--- src/rtl/image_capture_sequencer.sv ---
// Capture datapath sequencer: zero-fills frame memory on request, arms on vsync,
// streams pixels into memory, counts frames and reports done/overrun.
module image_capture_sequencer #(
  parameter  int DATA_WIDTH = 8,
  parameter  int MEM_DEPTH  = 1024,
  parameter  int FCNT_WIDTH = 8,
  localparam int ADDR_WIDTH = $clog2(MEM_DEPTH)
) (
  input  logic                  aclk,
  input  logic                  areset,
  input  logic                  capture_enable,
  input  logic                  clear_request,
  input  logic [FCNT_WIDTH-1:0] frame_count,
  input  logic                  vsync,
  input  logic                  pixel_valid,
  input  logic [DATA_WIDTH-1:0] pixel_data,
  output logic                  mem_we,
  output logic [ADDR_WIDTH-1:0] mem_addr,
  output logic [DATA_WIDTH-1:0] mem_wdata,
  output logic                  busy,
  output logic                  capture_active,
  output logic                  clear_done,
  output logic                  done,
  output logic                  overrun,
  output logic [FCNT_WIDTH-1:0] frames_done
);

  typedef enum logic [2:0] {
    S_IDLE,
    S_CLEAR,
    S_ARM,
    S_CAPTURE,
    S_DONE
  } state_t;

  // One extra address bit so a full frame memory is distinguishable from address 0.
  localparam logic [ADDR_WIDTH:0] ADDR_FULL = (ADDR_WIDTH + 1)'(MEM_DEPTH);
  localparam logic [ADDR_WIDTH:0] ADDR_ONE  = (ADDR_WIDTH + 1)'(1);

  state_t                  state_q, state_d;
  logic [ADDR_WIDTH:0]     addr_q, addr_d;
  logic [FCNT_WIDTH-1:0]   target_q, target_d;
  logic [FCNT_WIDTH-1:0]   frames_q, frames_d;
  logic [FCNT_WIDTH-1:0]   frames_inc;
  logic                    overrun_q, overrun_d;
  logic                    we_q, we_d;
  logic [ADDR_WIDTH-1:0]   waddr_q, waddr_d;
  logic [DATA_WIDTH-1:0]   wdata_q, wdata_d;
  logic                    clear_done_q, clear_done_d;
  logic                    done_q, done_d;

  assign frames_inc = (frames_q == '1) ? frames_q : frames_q + 1'b1;

  always_ff @(posedge aclk) begin
    if (areset) begin
      state_q      <= S_IDLE;
      addr_q       <= '0;
      target_q     <= '0;
      frames_q     <= '0;
      overrun_q    <= 1'b0;
      we_q         <= 1'b0;
      waddr_q      <= '0;
      wdata_q      <= '0;
      clear_done_q <= 1'b0;
      done_q       <= 1'b0;
    end else begin
      state_q      <= state_d;
      addr_q       <= addr_d;
      target_q     <= target_d;
      frames_q     <= frames_d;
      overrun_q    <= overrun_d;
      we_q         <= we_d;
      waddr_q      <= waddr_d;
      wdata_q      <= wdata_d;
      clear_done_q <= clear_done_d;
      done_q       <= done_d;
    end
  end

  always_comb begin
    state_d      = state_q;
    addr_d       = addr_q;
    target_d     = target_q;
    frames_d     = frames_q;
    overrun_d    = overrun_q;
    we_d         = 1'b0;
    waddr_d      = waddr_q;
    wdata_d      = wdata_q;
    clear_done_d = 1'b0;
    done_d       = 1'b0;

    case (state_q)
      S_IDLE: begin
        if (clear_request) begin
          // First zero write is issued on entry so CLEAR spans exactly MEM_DEPTH writes.
          state_d = S_CLEAR;
          we_d    = 1'b1;
          waddr_d = '0;
          wdata_d = '0;
          addr_d  = ADDR_ONE;
        end else if (capture_enable) begin
          state_d   = S_ARM;
          target_d  = frame_count;
          frames_d  = '0;
          overrun_d = 1'b0;
        end
      end

      S_CLEAR: begin
        if (addr_q == ADDR_FULL) begin
          state_d      = S_IDLE;
          clear_done_d = 1'b1;
          addr_d       = '0;
        end else begin
          we_d    = 1'b1;
          waddr_d = addr_q[ADDR_WIDTH-1:0];
          wdata_d = '0;
          addr_d  = addr_q + ADDR_ONE;
        end
      end

      S_ARM: begin
        if (!capture_enable) begin
          state_d = S_IDLE;
        end else if (vsync) begin
          state_d = S_CAPTURE;
          addr_d  = '0;
          if (pixel_valid) begin
            we_d    = 1'b1;
            waddr_d = '0;
            wdata_d = pixel_data;
            addr_d  = ADDR_ONE;
          end
        end
      end

      S_CAPTURE: begin
        if (!capture_enable) begin
          state_d = S_IDLE;
        end else if (vsync) begin
          frames_d = frames_inc;
          if ((target_q != '0) && (frames_inc == target_q)) begin
            state_d = S_DONE;
            done_d  = 1'b1;
          end else begin
            addr_d = '0;
            if (pixel_valid) begin
              we_d    = 1'b1;
              waddr_d = '0;
              wdata_d = pixel_data;
              addr_d  = ADDR_ONE;
            end
          end
        end else if (pixel_valid) begin
          if (addr_q == ADDR_FULL) begin
            overrun_d = 1'b1;
          end else begin
            we_d    = 1'b1;
            waddr_d = addr_q[ADDR_WIDTH-1:0];
            wdata_d = pixel_data;
            addr_d  = addr_q + ADDR_ONE;
          end
        end
      end

      S_DONE: begin
        if (!capture_enable) state_d = S_IDLE;
      end

      default: state_d = S_IDLE;
    endcase
  end

  assign mem_we         = we_q;
  assign mem_addr       = waddr_q;
  assign mem_wdata      = wdata_q;
  assign busy           = (state_q != S_IDLE);
  assign capture_active = (state_q == S_CAPTURE);
  assign clear_done     = clear_done_q;
  assign done           = done_q;
  assign overrun        = overrun_q;
  assign frames_done    = frames_q;

endmodule

--- config.mk ---
export PLATFORM = sky130hd
export DESIGN_NAME = image_capture_sequencer
export DESIGN_NICKNAME = d
export VERILOG_FILES = /design/src/rtl/image_capture_sequencer.sv
export SDC_FILE = /design/constraint.sdc
export NUM_CORES = 1
export LEC_CHECK = 0
export ABC_AREA = 1
export CAP_MARGIN = 20
export CELL_PAD_IN_SITES_DETAIL_PLACEMENT = 0
export CELL_PAD_IN_SITES_GLOBAL_PLACEMENT = 1
export CORE_UTILIZATION = 34
export DETAILED_ROUTE_END_ITERATION = 8
export GPL_TIMING_DRIVEN = 0
export PLACE_DENSITY = 0.82
export SYNTH_ARGS = -nofsm -noshare
export SYNTH_HDL_FRONTEND = slang
export SYNTH_SLANG_ARGS = --single-unit
--- constraint.sdc ---
create_clock -name aclk -period 2.2 [get_ports aclk]
set_input_delay 0.33 -clock aclk [delete_from_list [all_inputs] [get_ports aclk]]
set_output_delay 0.33 -clock aclk [all_outputs]
set_load 0.1 [all_outputs]
After elaboration in Yosys (flattened, before gate mapping)
Cells that the tools add are included.
{"block": "totals", "output_inout_bits": 32, "word_cells": 126, "input_bits": 22, "regBits": 52}
{"block": "classes", "bitwise_logic": 5, "mux": 67, "eq_ne": 27, "reduce_logical": 15, "addsub": 2}
{"op": "$mux 8", "n": 15}
{"op": "$mux 11", "n": 9}
{"op": "$mux 10", "n": 9}
{"op": "$pmux 11 s4", "n": 1}
{"op": "$pmux 10 s4", "n": 1}
{"op": "$pmux 8 s4", "n": 1}
{"op": "$mux 3", "n": 9}
{"op": "$ne 2x2->1 const B", "n": 12}
{"op": "$mux 1", "n": 18}
{"op": "$ne 3x3->1 const B", "n": 6}
{"op": "$pmux 8 s2", "n": 1}
{"op": "$pmux 3 s5", "n": 1}
{"op": "$reduce_and 7->1", "n": 2}
{"op": "$add 11x1->11 const B", "n": 1}
{"op": "$eq 11x11->1 const B", "n": 1}
{"op": "$reduce_and 9->1", "n": 1}
{"op": "$add 8x1->8 const B", "n": 1}
{"op": "$eq 8x8->1", "n": 1}
{"op": "$eq 8x8->1 const B", "n": 1}
{"op": "$reduce_and 8->1", "n": 1}
{"op": "$reduce_bool 8->1", "n": 1}
{"op": "$eq 3x2->1 const B", "n": 2}
{"op": "$reduce_and 6->1", "n": 1}
{"op": "$not 1->1", "n": 5}
{"op": "other kinds (15)", "n": 15}

Logic depth before layout (Yosys ltp)
Gate-level depths: netlist (run 1).
{"block": "logic_depth", "word_depth": 8, "ltp_mapped": 16, "ltp_nobuf": 16}

Least setup slack after synthesis (run 1)
OpenSTA, ideal clock, no wires.
{"block": "synth_timing", "kind": "register to register", "startpoint": "register frames_q[0], in the netlist frames_done[0]", "endpoint": "register wdata_q[6], in the netlist mem_wdata[6]", "path_slack_ns": -0.752, "n_path_buf": 2, "setup_ns": 0.113, "t_required_ns": 2.087, "t_arrival_ns": 2.839, "period_less_slack_ns": 2.952, "stages_incl_launch_ff": 15, "path_cell_list": "dfxtp_1 > ha_1 > nand2_1 > nor2_4 > nand2_2 > buf_6 > nand3_1 > nand3_1 > nor3_2 > nand3_4 > nand3_4 > buf_6 > nand2_1 > nand2_1 > nor2_1"}
{"block": "synth_between", "elab_chain_len": 6, "elab_cells_between_ends": 7, "cone_classes": "1 x add/sub; 3 x eq/ne; 1 x mux; 2 x reduce/logical"}
{"item": "start: declaration", "line": "43", "text": "logic [FCNT_WIDTH-1:0] frames_q, frames_d;"}
{"item": "start signal: assignment", "line": "70", "text": "frames_q <= frames_d;"}
{"item": "$add 8x1->8 / $eq 8x8->1 (equally long branches)", "line": "52", "text": "assign frames_inc = (frames_q == '1) ? frames_q : frames_q + 1'b1;"}
{"item": "$mux 8 *", "line": "52"}
{"item": "$eq 8x8->1 *", "line": "142", "text": "if ((target_q != '0) && (frames_inc == target_q)) begin"}
{"item": "$logic_and 1x1->1 *", "line": "142"}
{"item": "$ne 3x3->1 (no source line) *"}
{"item": "$reduce_and 9->1 (no source line) *"}
{"item": "end signal: assignment", "line": "74", "text": "wdata_q <= wdata_d;"}
{"item": "end: declaration", "line": "48", "text": "logic [DATA_WIDTH-1:0] wdata_q, wdata_d;"}
Every way passes the cells marked *; elsewhere a longest branch is shown, timed or not.
A chain may end at the register's enable or synchronous reset.

Final worst setup path (run 1)
{"block": "layout_timing", "startpoint": "register frames_q[1], in the netlist frames_done[1]", "endpoint": "register addr_q[5]"}
{"block": "layout_between", "elab_chain_len": 6, "elab_cells_between_ends": 7, "cone_classes": "1 x add/sub; 3 x eq/ne; 1 x mux; 2 x reduce/logical"}
{"item": "$add 8x1->8 / $eq 8x8->1 (equally long branches)", "line": "52"}
{"item": "$mux 8 *", "line": "52"}
{"item": "$eq 8x8->1 *", "line": "142"}
{"item": "$logic_and 1x1->1 *", "line": "142"}
{"item": "$ne 3x3->1 (no source line) *"}
{"item": "$reduce_and 8->1 (no source line) *"}
{"item": "end signal: assignment", "line": "68", "text": "addr_q <= addr_d;"}
{"item": "end: declaration", "line": "41", "text": "logic [ADDR_WIDTH:0] addr_q, addr_d;"}
Marked as above.

==> metrics.md, run 1 <==
| Metric | Value |
|---|---|
| CTS Buf Count | 5 |
| Final worst slack | -0.0274 ns |
| Placed Cells | 709 |
| # nets final | 639 |
| Iter 0 DRT Violations | 177 |
| WHS Path Cells | 2 |
| M3 GR Usage | 3.41% |
| Synth Area in Simple Gates | 40.8% |
| Initial Util | 35.4% |
| Compound-Gate Fraction of Synth Area | 13.2% |
| Die Footprint | 0.0101 mm² |
| Leakage power | 2.25 nW |
| Fraction of registers with async set/reset | 0% |
| Int Power | 0.00299 W |
| Max-slew headroom | 33.1% |
| Post-synth top area share | 31.7% |
| Status | complete, but fails checks |
| Met2 usage | 33.4% |
| Switching share of power | 53.8% |
| Drt via density | 4.93 |
| CTS H-tree depth | 2 |
| Crit Path Max Fanout | 6 |
| CTS tree | yes |
| Syn-to-layout area delta | 42.0% |
| Critical path type | flip-flop to flip-flop |
| Syn. warnings | 0 |
| Fraction of layout cells with a size suffix above 1 | 21.5% |
| Max cap viols | 0 |
| Number of global-route vias before repair | 3385 |
| Post-synthesis sequential area ratio | 31.7% |
| Clk root buf | clkbuf_8 |
| # fillers | 957 |
| Clock Path Buffers | 2 |
| Reg power frac | 22.4% |
| Register area | 0.00107 mm² |
| Largest family of logic cells by synthesized area | simple AND/OR/NAND/NOR gates |
| Non-Filler Instances | 744 |
| Hold-fix buffers, CTS | 0 |
| Drt pass-1 iters | 5 |
| Final core occ | 50.3% |
| Final hold vios | 0 |
| Period utilization | 101% |
| GR Util All Layers | 20.0% |
| CP required | 2.42 ns |
| Power Dens Cells | 1390 mW/mm² |
| Final setup vio count | 4 |
| Most frequent cell after synthesis | nand2_1 |
| Core area | 0.00928 mm² |
| Clk slew on worst S/H paths | 0.10 ns |
| Largest net degree at the start of global routing | 17 |
| Worst IR Drop VDD | 0.00117 V |
| Syn nets | 552 |
| Worst-Skew Late Latency | 0.32 ns |
| Yosys reg bits | 52 |
| Comb power frac | 65.3% |
| Footprint of the multi-input gates | 0.00205 mm² |
| Hold WS | 0.493 ns |
| Detail Route Antenna Nets | 0 |
| DRC Markers | 0 |
| Die X | 100 µm |
| Netlist Area Pre-Place | 0.00329 mm² |
| Switching power | 0.00348 W |
| DP HPWL | 6880 µm |
| Mux cell area share after synthesis | 0% |
| Main area contributors after synthesis | dfxtp_1 (32%), nand2_1 (14%), inv_1 (9.7%) |
| CP Launch Type | flip-flop |
| Routed length per instance | 13.3 µm |
| First-pass GRT wire length | 16100 µm |
| Post-Syn Instances | 527 |
| Worst Skew | 0.0195 ns |
| RSZ-0062 raised after global routing | yes |
| Clock sinks | 52 |
| Antenna Cells | 0 |
| Post-route cell area | 0.00467 mm² |
| Synth Area in XOR/XNOR | 0.267% |
| Critical path arrival | 2.45 ns |
| Routing usage on met1 | 26.7% |
| Mapped Avg Cell Area | 6.23 µm² |
| Worst r2r path cells | 14 |
| Die H | 100 µm |
| Grt total ovfl | 0 |
| Clk pwr share | 12.3% |
| I/O pin count | 54 |
| Crit end category | flip-flop |
| Number of synthesized flops with an enable pin | 0 |
| GRT busiest layer | met2 |
| Top FF cell, synth | dfxtp_1 |
| Synth Area in Adders | 1.14% |
| Final WL | 9870 µm |
| Post-synth top cells | nand2_1 (124), inv_1 (85), nor2_1 (84) |
| Tmin final | 2.23 ns |
| Post-synth top area cell | dfxtp_1 |
| Worst-Margin Slew | 1.00 ns |
| Synth cell types | 38 |
| Placer Congestion | 0.848 |
| F_max | 0.449 GHz |
| IO buf count | 53 |
| Failing checks | setup timing |
| Initial antenna violation count | 0 |
| Worst Hold Class | flip-flop to flip-flop |
| Max Slew Vio Count | 0 |
| Placed inst area | 0.00404 mm² |
| Via Count | 3671 |
| Number of core rows | 35 |
| Setup tns final | -0.0531 ns |
[layout make-up]
type | count | share of cell area (%)
inverter | 91 | 7.40
clock buffer | 6 | 1.56
timing repair buffer | 80 | 17.5
clock inverter | 2 | 1.29
tap | 129 | 3.46
sequential | 52 | 23.0
multi-input combinational | 371 | 43.8
buffer | 13 | 2.04
[sequential cells by signal (all words and copies together) (netlist names)]
signal,flops
clear_done,1
mem_we,1
done,1
mem_addr,10
state_q,3
overrun,1
target_q,8
addr_q,11
frames_done,8
mem_wdata,8
[logic make-up (layout without fill, tap and decap cells)]
family / count (synthesis) / after routing
adders and majority gates: 3 / 3
DFF: 52 / 52
and+or+nand+nor: 294 / 294
xor gates and xnor gates: 1 / 1
AOI/OAI and AO/OA: 73 / 73
buffers and inverters: 104 / 192
[stage by stage]
stage / power, W / setup slack [ns]
global placement: 0.00510 / -0.495
CTS: 0.00616 / -0.0230
global route: 0.00691 / -0.123
finish: 0.00647 / -0.0274
floorplan: 0.00433 / -0.0742
detailed placement: 0.00513 / -0.491
[placed cells by master (no fill, tap or decap), types with 2 or more instances in the layout]
cell type / instances
buf_2: 5
inv_2: 11
clkbuf_2: 2
nand3_1: 29
buf_4: 17
nand2_2: 30
nor3_1: 5
dlymetal6s2s_1: 14
a21oi_1: 25
nor2_2: 3
dfxtp_1: 44
bufinv_16: 2
o22ai_1: 12
dfxtp_4: 8
nor4_1: 4
buf_6: 10
nor2_4: 6
nand2_4: 5
nand3b_1: 3
a32oi_1: 3
nand3_4: 6
o21ai_2: 3
o21ai_0: 20
clkbuf_1: 4
nor3_4: 2
clkdlybuf4s50_1: 36
ha_1: 2
clkbuf_8: 5
buf_8: 2
inv_1: 77
nand3_2: 4
clkinv_1: 2
nand4_1: 22
or2_2: 2
nor2_1: 80
nand2_1: 92
o21bai_1: 2
[power groups by stage]
stage | Combinational (W) | Sequential, W | Clock [W]
2_1_floorplan | 0.00167 | 0.00265 | 0
3_3_place_gp | 0.00363 | 0.00147 | 0
3_5_place_dp | 0.00365 | 0.00147 | 0
4_1_cts | 0.00389 | 0.00145 | 0.000819
5_1_grt | 0.00456 | 0.00150 | 0.000856
6_report | 0.00423 | 0.00145 | 0.000796
[path summary, 6_finish.rpt]
kind                                from  slack (ns)                endpoint
max          frames_done[1]$_SDFFE_PP0P_       -0.03  addr_q[5]$_SDFFE_PP0P_
min reg2reg         overrun$_SDFFE_PP0P_        0.49    overrun$_SDFFE_PP0P_
min                 overrun$_SDFFE_PP0P_        0.49    overrun$_SDFFE_PP0P_
max reg2reg  frames_done[1]$_SDFFE_PP0P_       -0.03  addr_q[5]$_SDFFE_PP0P_
[worst max-delay path: stages, from the launching register on]
cell and delay [ns]:
dfxtp_4 0.38, ha_4 0.15, nand2_4 0.05, nor2_4 0.15, nand2_2 0.10, buf_6 0.15
nand3_1 0.15, nand3_4 0.10, nor3_4 0.22, nand3_4 0.19, nand3_4 0.18, clkbuf_16 0.16
nand2_2 0.04, nand2_1 0.06, nor2_1 0.04
[layer usage]
| metal | share of wire [%] | vias up |
|---|---|---|
| met2 | 47 | 108 |
| met4 | 1.2 | 0 |
| met3 | 5.3 | 16 |
| met5 | 0 | - |
| met1 | 47 | 1675 |
| li1 | - | 1872 |
[what timing repair did]
action                     4_1_cts  5_1_grt
pin swaps                        7       23
cloned                           2        2
setup buffers                   16        7
resized for setup               28       72
setup endpoints to repair       42       58
No activity file was read; power rests on OpenSTA's default activity.
==> run 2: changes to the inputs <==
--- a/config.mk
+++ b/config.mk
@@ -11,2 +11,3 @@
 export CELL_PAD_IN_SITES_GLOBAL_PLACEMENT = 1
+export CORE_MARGIN = 3
 export CORE_UTILIZATION = 34
@@ -14,3 +15,3 @@
 export GPL_TIMING_DRIVEN = 0
-export PLACE_DENSITY = 0.82
+export PLACE_DENSITY = 0.86
 export SYNTH_ARGS = -nofsm -noshare
==> constraint.sdc (replaced) <==
create_clock -name aclk -period 2.2 [get_ports aclk]
set_input_delay 0.55 -clock aclk [delete_from_list [all_inputs] [get_ports aclk]]
set_output_delay 0.55 -clock aclk [all_outputs]
set_load 0.1 [all_outputs]
==> run 2 against run 1 <==
Net effect:
- design area down 3.0%
- the run still ends with setup timing left
- routed wire length up 0.33%
- first-iteration DRC count up 42%
- via count down 0.41%
- power down 2.8%
- register-to-register slack worse by 0.09 ns
- die area up 8.1%
- final cell count down 1.2%
- highest routed layer unchanged
- global-route usage down 2.1 points
- fmax down 4.0%
- clock skew down 0.0078 ns
==> metrics.md, run 2 (synthesized netlist as in run 1, its figures left out) <==
| Metric | Value |
|---|---|
| Initial Util | 35.2% (-0.17 points) |
| Fraction of layout cells with a size suffix above 1 | 21.8% (+0.32 points) |
| Power Dens Cells | 1390 mW/mm² (+0.20%) |
| Syn-to-layout area delta | 37.7% |
| Period utilization | 105% (+4.2 points) |
| Clock sinks | 52 (unchanged) |
| Hold-fix buffers, CTS | 0 (unchanged) |
| Clk root buf | clkbuf_8 |
| Iter 0 DRT Violations | 251 (+42%) |
| RSZ-0062 raised after global routing | yes |
| Final setup vio count | 30 (+26) |
| Tmin final | 2.32 ns (+0.0930 ns) |
| GR Util All Layers | 17.9% (-2.1 points) |
| Grt total ovfl | 0 (unchanged) |
| Worst-Skew Late Latency | 0.32 ns (about the same) |
| Number of global-route vias before repair | 3315 (-2.1%) |
| Drt pass-1 iters | 5 (unchanged) |
| Total power | 0.00629 W (-2.8%) |
| Via Count | 3656 (-0.41%) |
| Number of core rows | 35 (unchanged) |
| Final hold vios | 0 (unchanged) |
| Worst-Margin Slew | 0.967 ns (-0.0333 ns) |
| Leakage power | 2.08 nW (-7.5%) |
| Die Footprint | 0.0109 mm² (+8.1%) |
| Crit Path Max Fanout | 8 (+2) |
| Detail Route Antenna Nets | 0 (unchanged) |
| Commonest non-fill, non-tap cells in the layout | nand2_1 (89), nor2_1 (77), inv_1 (76) |
| I/O pin count | 54 (unchanged) |
| F_max | 0.431 GHz (-4.0%) |
| Core area | 0.00933 mm² (+0.47%) |
| Failing checks | setup timing |
| Setup tns final | -2.34 ns (-2.29 ns) |
| Max-slew headroom | 35.8% (+2.7 points) |
| First-pass GRT wire length | 16400 µm (+2.1%) |
| Clk slew on worst S/H paths | 0.10 ns (about the same) |
| # nets final | 630 (-1.4%) |
| Worst Hold Class | flip-flop to flip-flop |
| Largest Register | addr_q |
| Max Slew Vio Count | 0 (unchanged) |
| Commonest non-fill, non-tap cell in the layout | nand2_1 |
| CP Launch Type | flip-flop |
| Reg-to-Reg Start | frames_done[1]$_SDFFE_PP0P_ |
| CP required | 2.41 ns (about the same) |
| DRC Markers | 0 (unchanged) |
| Final core occ | 48.5% (-1.8 points) |
| Final worst slack | -0.120 ns (-0.0930 ns) |
| Die X | 104 µm (+4.0%) |
| CTS H-tree depth | 2 (unchanged) |
| IO buf count | 53 (unchanged) |
| Status | complete, but fails checks |
| Max cap viols | 0 (unchanged) |
| Crit end category | flip-flop |
| Max reg flops | 11 (unchanged) |
| Worst IR Drop VDD | 0.000853 V (-27%) |
| Critical path arrival | 2.53 ns (+0.08 ns) |
| # fillers | 968 (+1.1%) |
| CTS tree | yes |
| Die H | 104 µm (+4.0%) |
| Largest net degree at the start of global routing | 17 (unchanged) |
| CTS Buf Count | 5 (unchanged) |
| Critical path type | flip-flop to flip-flop |
| Routed length per instance | 13.5 µm (+1.6%) |
| Placer Congestion | 0.876 (+3.3%) |
| Worst Setup SP | frames_done[1]$_SDFFE_PP0P_ |
| Clock Path Buffers | 2 (unchanged) |
| DP HPWL | 6980 µm (+1.5%) |
| Antenna Cells | 0 (unchanged) |
| Initial antenna violation count | 0 (unchanged) |
| Final WL | 9900 µm (+0.33%) |
| Worst Skew | 0.0117 ns (-0.00776 ns) |
| Hold wc startpoint | target_q[2]$_SDFFE_PP0P_ |
| Drt via density | 4.97 (+0.81%) |
run 2: final timing paths:
path | slack (ns) | end | depth (start not counted)
worst min-delay path | 0.50 | target_q[2]$_SDFFE_PP0P_ | 2
worst max-delay path | -0.12 | mem_addr[1]$_SDFFE_PP0P_ | 17
worst min register to register | 0.50 | target_q[2]$_SDFFE_PP0P_ | 2
worst max register to register | -0.12 | mem_addr[1]$_SDFFE_PP0P_ | 17
run 2: area by class of cell:
class	count	area [µm²]	area share, %
well taps	129	161	3.57
clock inverters	2	60.1	1.33
multi-input cells	371	2060	45.5
clock buffers	6	72.6	1.60
repair buffers	71	664	14.7
flip-flops and latches	52	1070	23.7
inverters	91	345	7.63
plain buffers	13	91.3	2.02
run 2: metrics by stage:
step           area (µm²)  cells  worst slack, ns  hold WS, ns
2_1_floorplan        3350    527          -0.0742        0.457
3_3_place_gp         4040    709           -0.680        0.482
3_5_place_dp         4040    709           -0.685        0.490
4_1_cts              4420    732          -0.0784        0.510
5_1_grt              4520    735           -0.254        0.541
6_report             4520    735           -0.120        0.505
run 2: routing by layer:
layer	wire length, µm	global-route usage, %	vias to the layer above
met5	0	0	-
li1	-	-	1853
met3	572	3.10	13
met2	4410	28.0	114
met4	168	4.94	0
met1	4750	25.4	1676
run 2: where the power goes:
part	switching (W)	internal [W]	leakage, nW
logic	0.00294	0.00111	1.58
clock network	0.000340	0.000455	0.0654
registers	0.000206	0.00124	0.433
total	0.00349	0.00280	2.08
run 2: critical path: stages, from the launching register on:
cell     delay, ns
dfxtp_4       0.37
buf_6         0.10
ha_4          0.14
nand2_4       0.05
nor2_4        0.16
nand2_2       0.12
buf_6         0.16
nand3_1       0.06
nand2_1       0.06
inv_2         0.07
nand3_2       0.10
nor2_4        0.16
nand3_4       0.18
nand3_4       0.18
buf_6         0.15
nand2_2       0.05
nand2_2       0.05
nor2_2        0.04
run 2: what timing repair did:
action | 4_1_cts | 5_1_grt
cloned | 4 | 0
resized for setup | 93 | 35
setup endpoints to repair | 70 | 36
buffers inserted | 11 | 3
pin swaps | 20 | 10
==> run 3: changes to the inputs <==
--- a/constraint.sdc
+++ b/constraint.sdc
@@ -3,2 +3,2 @@
 set_output_delay 0.55 -clock aclk [all_outputs]
-set_load 0.1 [all_outputs]
+set_load 0.05 [all_outputs]
==> run 3 against run 2 <==
Net effect:
- the flow still finishes with violations (setup timing)
- design area increased by 1.1%
- sequential power about the same
- sequential cell count unchanged
- first-iteration DRC count decreased by 14%
- clock skew decreased by 0.0013 ns
- power decreased by 8.8%
- utilization increased by 0.51 points
- hold slack got worse by 0.012 ns
- combinational power decreased by 11%
- critical path type unchanged
==> metrics.md, run 3 (synthesized netlist as in run 1, its figures left out) <==
| Metric | Value |
|---|---|
| Status | complete, but fails checks |
| Failing checks | setup timing |
| Final hold vios | 0 (unchanged) |
| Placer Congestion | 0.872 (-0.40%) |
| Number of global-route vias before repair | 3321 (+0.18%) |
| Setup tns final | -0.0482 ns (+2.29 ns) |
| Largest Register | addr_q |
| Post-place setup slack | -0.693 ns (-0.00774 ns) |
| Slowest stage delay, CP | 0.38 ns (about the same) |
| CP Launch Type | flip-flop |
| Number of core rows | 35 (unchanged) |
| Via Count | 3675 (+0.52%) |
| Worst-Skew Late Latency | 0.31 ns (about the same) |
| Clock Path Buffers | 2 (unchanged) |
| Initial antenna violation count | 0 (unchanged) |
| RSZ-0062 raised after global routing | yes |
| DRC Markers | 0 (unchanged) |
| Routed length per instance | 13.3 µm (-1.3%) |
| Iter 0 DRT Violations | 217 (-14%) |
| CTS H-tree depth | 2 (unchanged) |
| Drt via density | 4.98 (+0.11%) |
| CTS Buf Count | 5 (unchanged) |
| Hold-fix buffers, CTS | 0 (unchanged) |
| Worst r2r path cells | 14 (-3) |
| Detail Route Antenna Nets | 0 (unchanged) |
| Max cap viols | 0 (unchanged) |
| Commonest non-fill, non-tap cell in the layout | nand2_1 |
| Grt total ovfl | 0 (unchanged) |
| Clk root buf | clkbuf_8 |
| First-pass GRT wire length | 16000 µm (-2.4%) |
| Cell depth of the worst setup path | 14 (-3) |
| CP required | 2.36 ns (-0.05 ns) |
| Hold WS | 0.492 ns (-0.0124 ns) |
| Max reg flops | 11 (unchanged) |
| Core area | 0.00933 mm² (unchanged) |
| DP HPWL | 6980 µm (-0.10%) |
| Leakage power | 2.00 nW (-3.9%) |
| Drt pass-1 iters | 5 (unchanged) |
| Initial Util | 35.2% (unchanged) |
| Worst Hold Class | flip-flop to flip-flop |
| Max-slew headroom | 46.6% (+11 points) |
| Tmin final | 2.23 ns (-0.0872 ns) |
| GR Util All Layers | 17.5% (-0.44 points) |
| Worst Skew | 0.0104 ns (-0.00131 ns) |
| IO buf count | 53 (unchanged) |
| CTS tree | yes |
| Largest net degree at the start of global routing | 16 (-1) |
| Period utilization | 102% (-4.0 points) |
| Critical path arrival | 2.40 ns (-0.13 ns) |
| Fraction of layout cells with a size suffix above 1 | 22.0% (+0.22 points) |
| Crit path buf inv count | 2 (-2) |
| Power Dens Cells | 1260 mW/mm² (-9.7%) |
| Final WL | 9820 µm (-0.87%) |
| Max Slew Vio Count | 0 (unchanged) |
| Antenna Cells | 0 (unchanged) |
| Critical path type | flip-flop to flip-flop |
| Commonest non-fill, non-tap cells in the layout | nand2_1 (92), nor2_1 (77), inv_1 (73) |
| Clock sinks | 52 (unchanged) |
| Clk slew on worst S/H paths | 0.10 ns (about the same) |
| Final worst slack | -0.0331 ns (+0.0872 ns) |
| Crit end category | flip-flop |
| Worst-path cell chain | ha_4 > nand2_4 > nor2_4 > nand2_4 > buf_6 > nand3_4 > nand2_1 > nand2_2 > nand3_2 > nor2_4 > nand3_4 > buf_4 > a21oi_1 > a21oi_1 |
| Worst IR Drop VDD | 0.000735 V (-14%) |
| CP max-delay cell | dfxtp_4 |
| Die Footprint | 0.0109 mm² (unchanged) |
| I/O pin count | 54 (unchanged) |
| Crit Path Max Fanout | 7 (-1) |
| F_max | 0.448 GHz (+3.9%) |
| Die X | 104 µm (unchanged) |
| WHS Path Cells | 2 (unchanged) |
| Die H | 104 µm (unchanged) |
| Worst path top cell family by delay | simple AND/OR/NAND/NOR gates |
| Final setup vio count | 5 (-83%) |
| Worst-Margin Slew | 0.800 ns (-0.167 ns) |
| # nets final | 633 (+0.48%) |
| Syn-to-layout area delta | 39.1% |
run 3: final cells by class:
class | instances | area (µm²)
fillers | 919 | 4760
inverters | 91 | 342
clock inverters | 2 | 35.0
flip-flops and latches | 52 | 1060
clock buffers | 6 | 72.6
multi-input cells | 371 | 2090
repair buffers | 74 | 723
well taps | 129 | 161
plain buffers | 13 | 93.8
run 3: timing repair:
item / CTS / global route
gates cloned: 4 / 0
setup buffers: 13 / 4
endpoints found under the setup margin: 41 / 42
gates resized for setup: 30 / 78
pin swaps: 7 / 14
run 3: metrics by stage:
stage	util (%)	cells	cell area [µm²]	power, W
final	49.0	738	4570	0.00574
after global routing	49.0	738	4570	0.00613
after CTS	46.5	734	4340	0.00538
after detailed placement	42.9	709	4010	0.00445
after global placement	42.9	709	4010	0.00440
after floorplan	-	527	3310	0.00364
run 3: worst register-to-register path: stages, from the launching register on:
cell	delay (ns)
dfxtp_4	0.38
ha_4	0.16
nand2_4	0.06
nor2_4	0.20
nand2_4	0.10
buf_6	0.14
nand3_4	0.06
nand2_1	0.07
nand2_2	0.09
nand3_2	0.08
nor2_4	0.14
nand3_4	0.17
buf_4	0.19
a21oi_1	0.14
a21oi_1	0.10
run 3: power by group:
group	internal (W)	total [W]	switching, W
combinational	0.00131	0.00361	0.00230
clock	0.000338	0.000666	0.000327
sequential	0.00124	0.00147	0.000221
run 3: path summary, 6_finish.rpt:
kind,startpoint,to,slack [ns]
max reg2reg,frames_done[0]$_SDFFE_PP0P_,mem_we$_SDFF_PP0_,-0.03
min,target_q[2]$_SDFFE_PP0P_,target_q[2]$_SDFFE_PP0P_,0.49
min reg2reg,target_q[2]$_SDFFE_PP0P_,target_q[2]$_SDFFE_PP0P_,0.49
max,frames_done[0]$_SDFFE_PP0P_,mem_we$_SDFF_PP0_,-0.03
run 3: routing by layer:
metal	vias up	track usage, %	share of wire, %
li1	1871	-	-
met3	16	2.86	6.5
met5	-	0	0
met1	1672	25.0	48
met2	116	26.8	44
met4	0	5.60	1.5
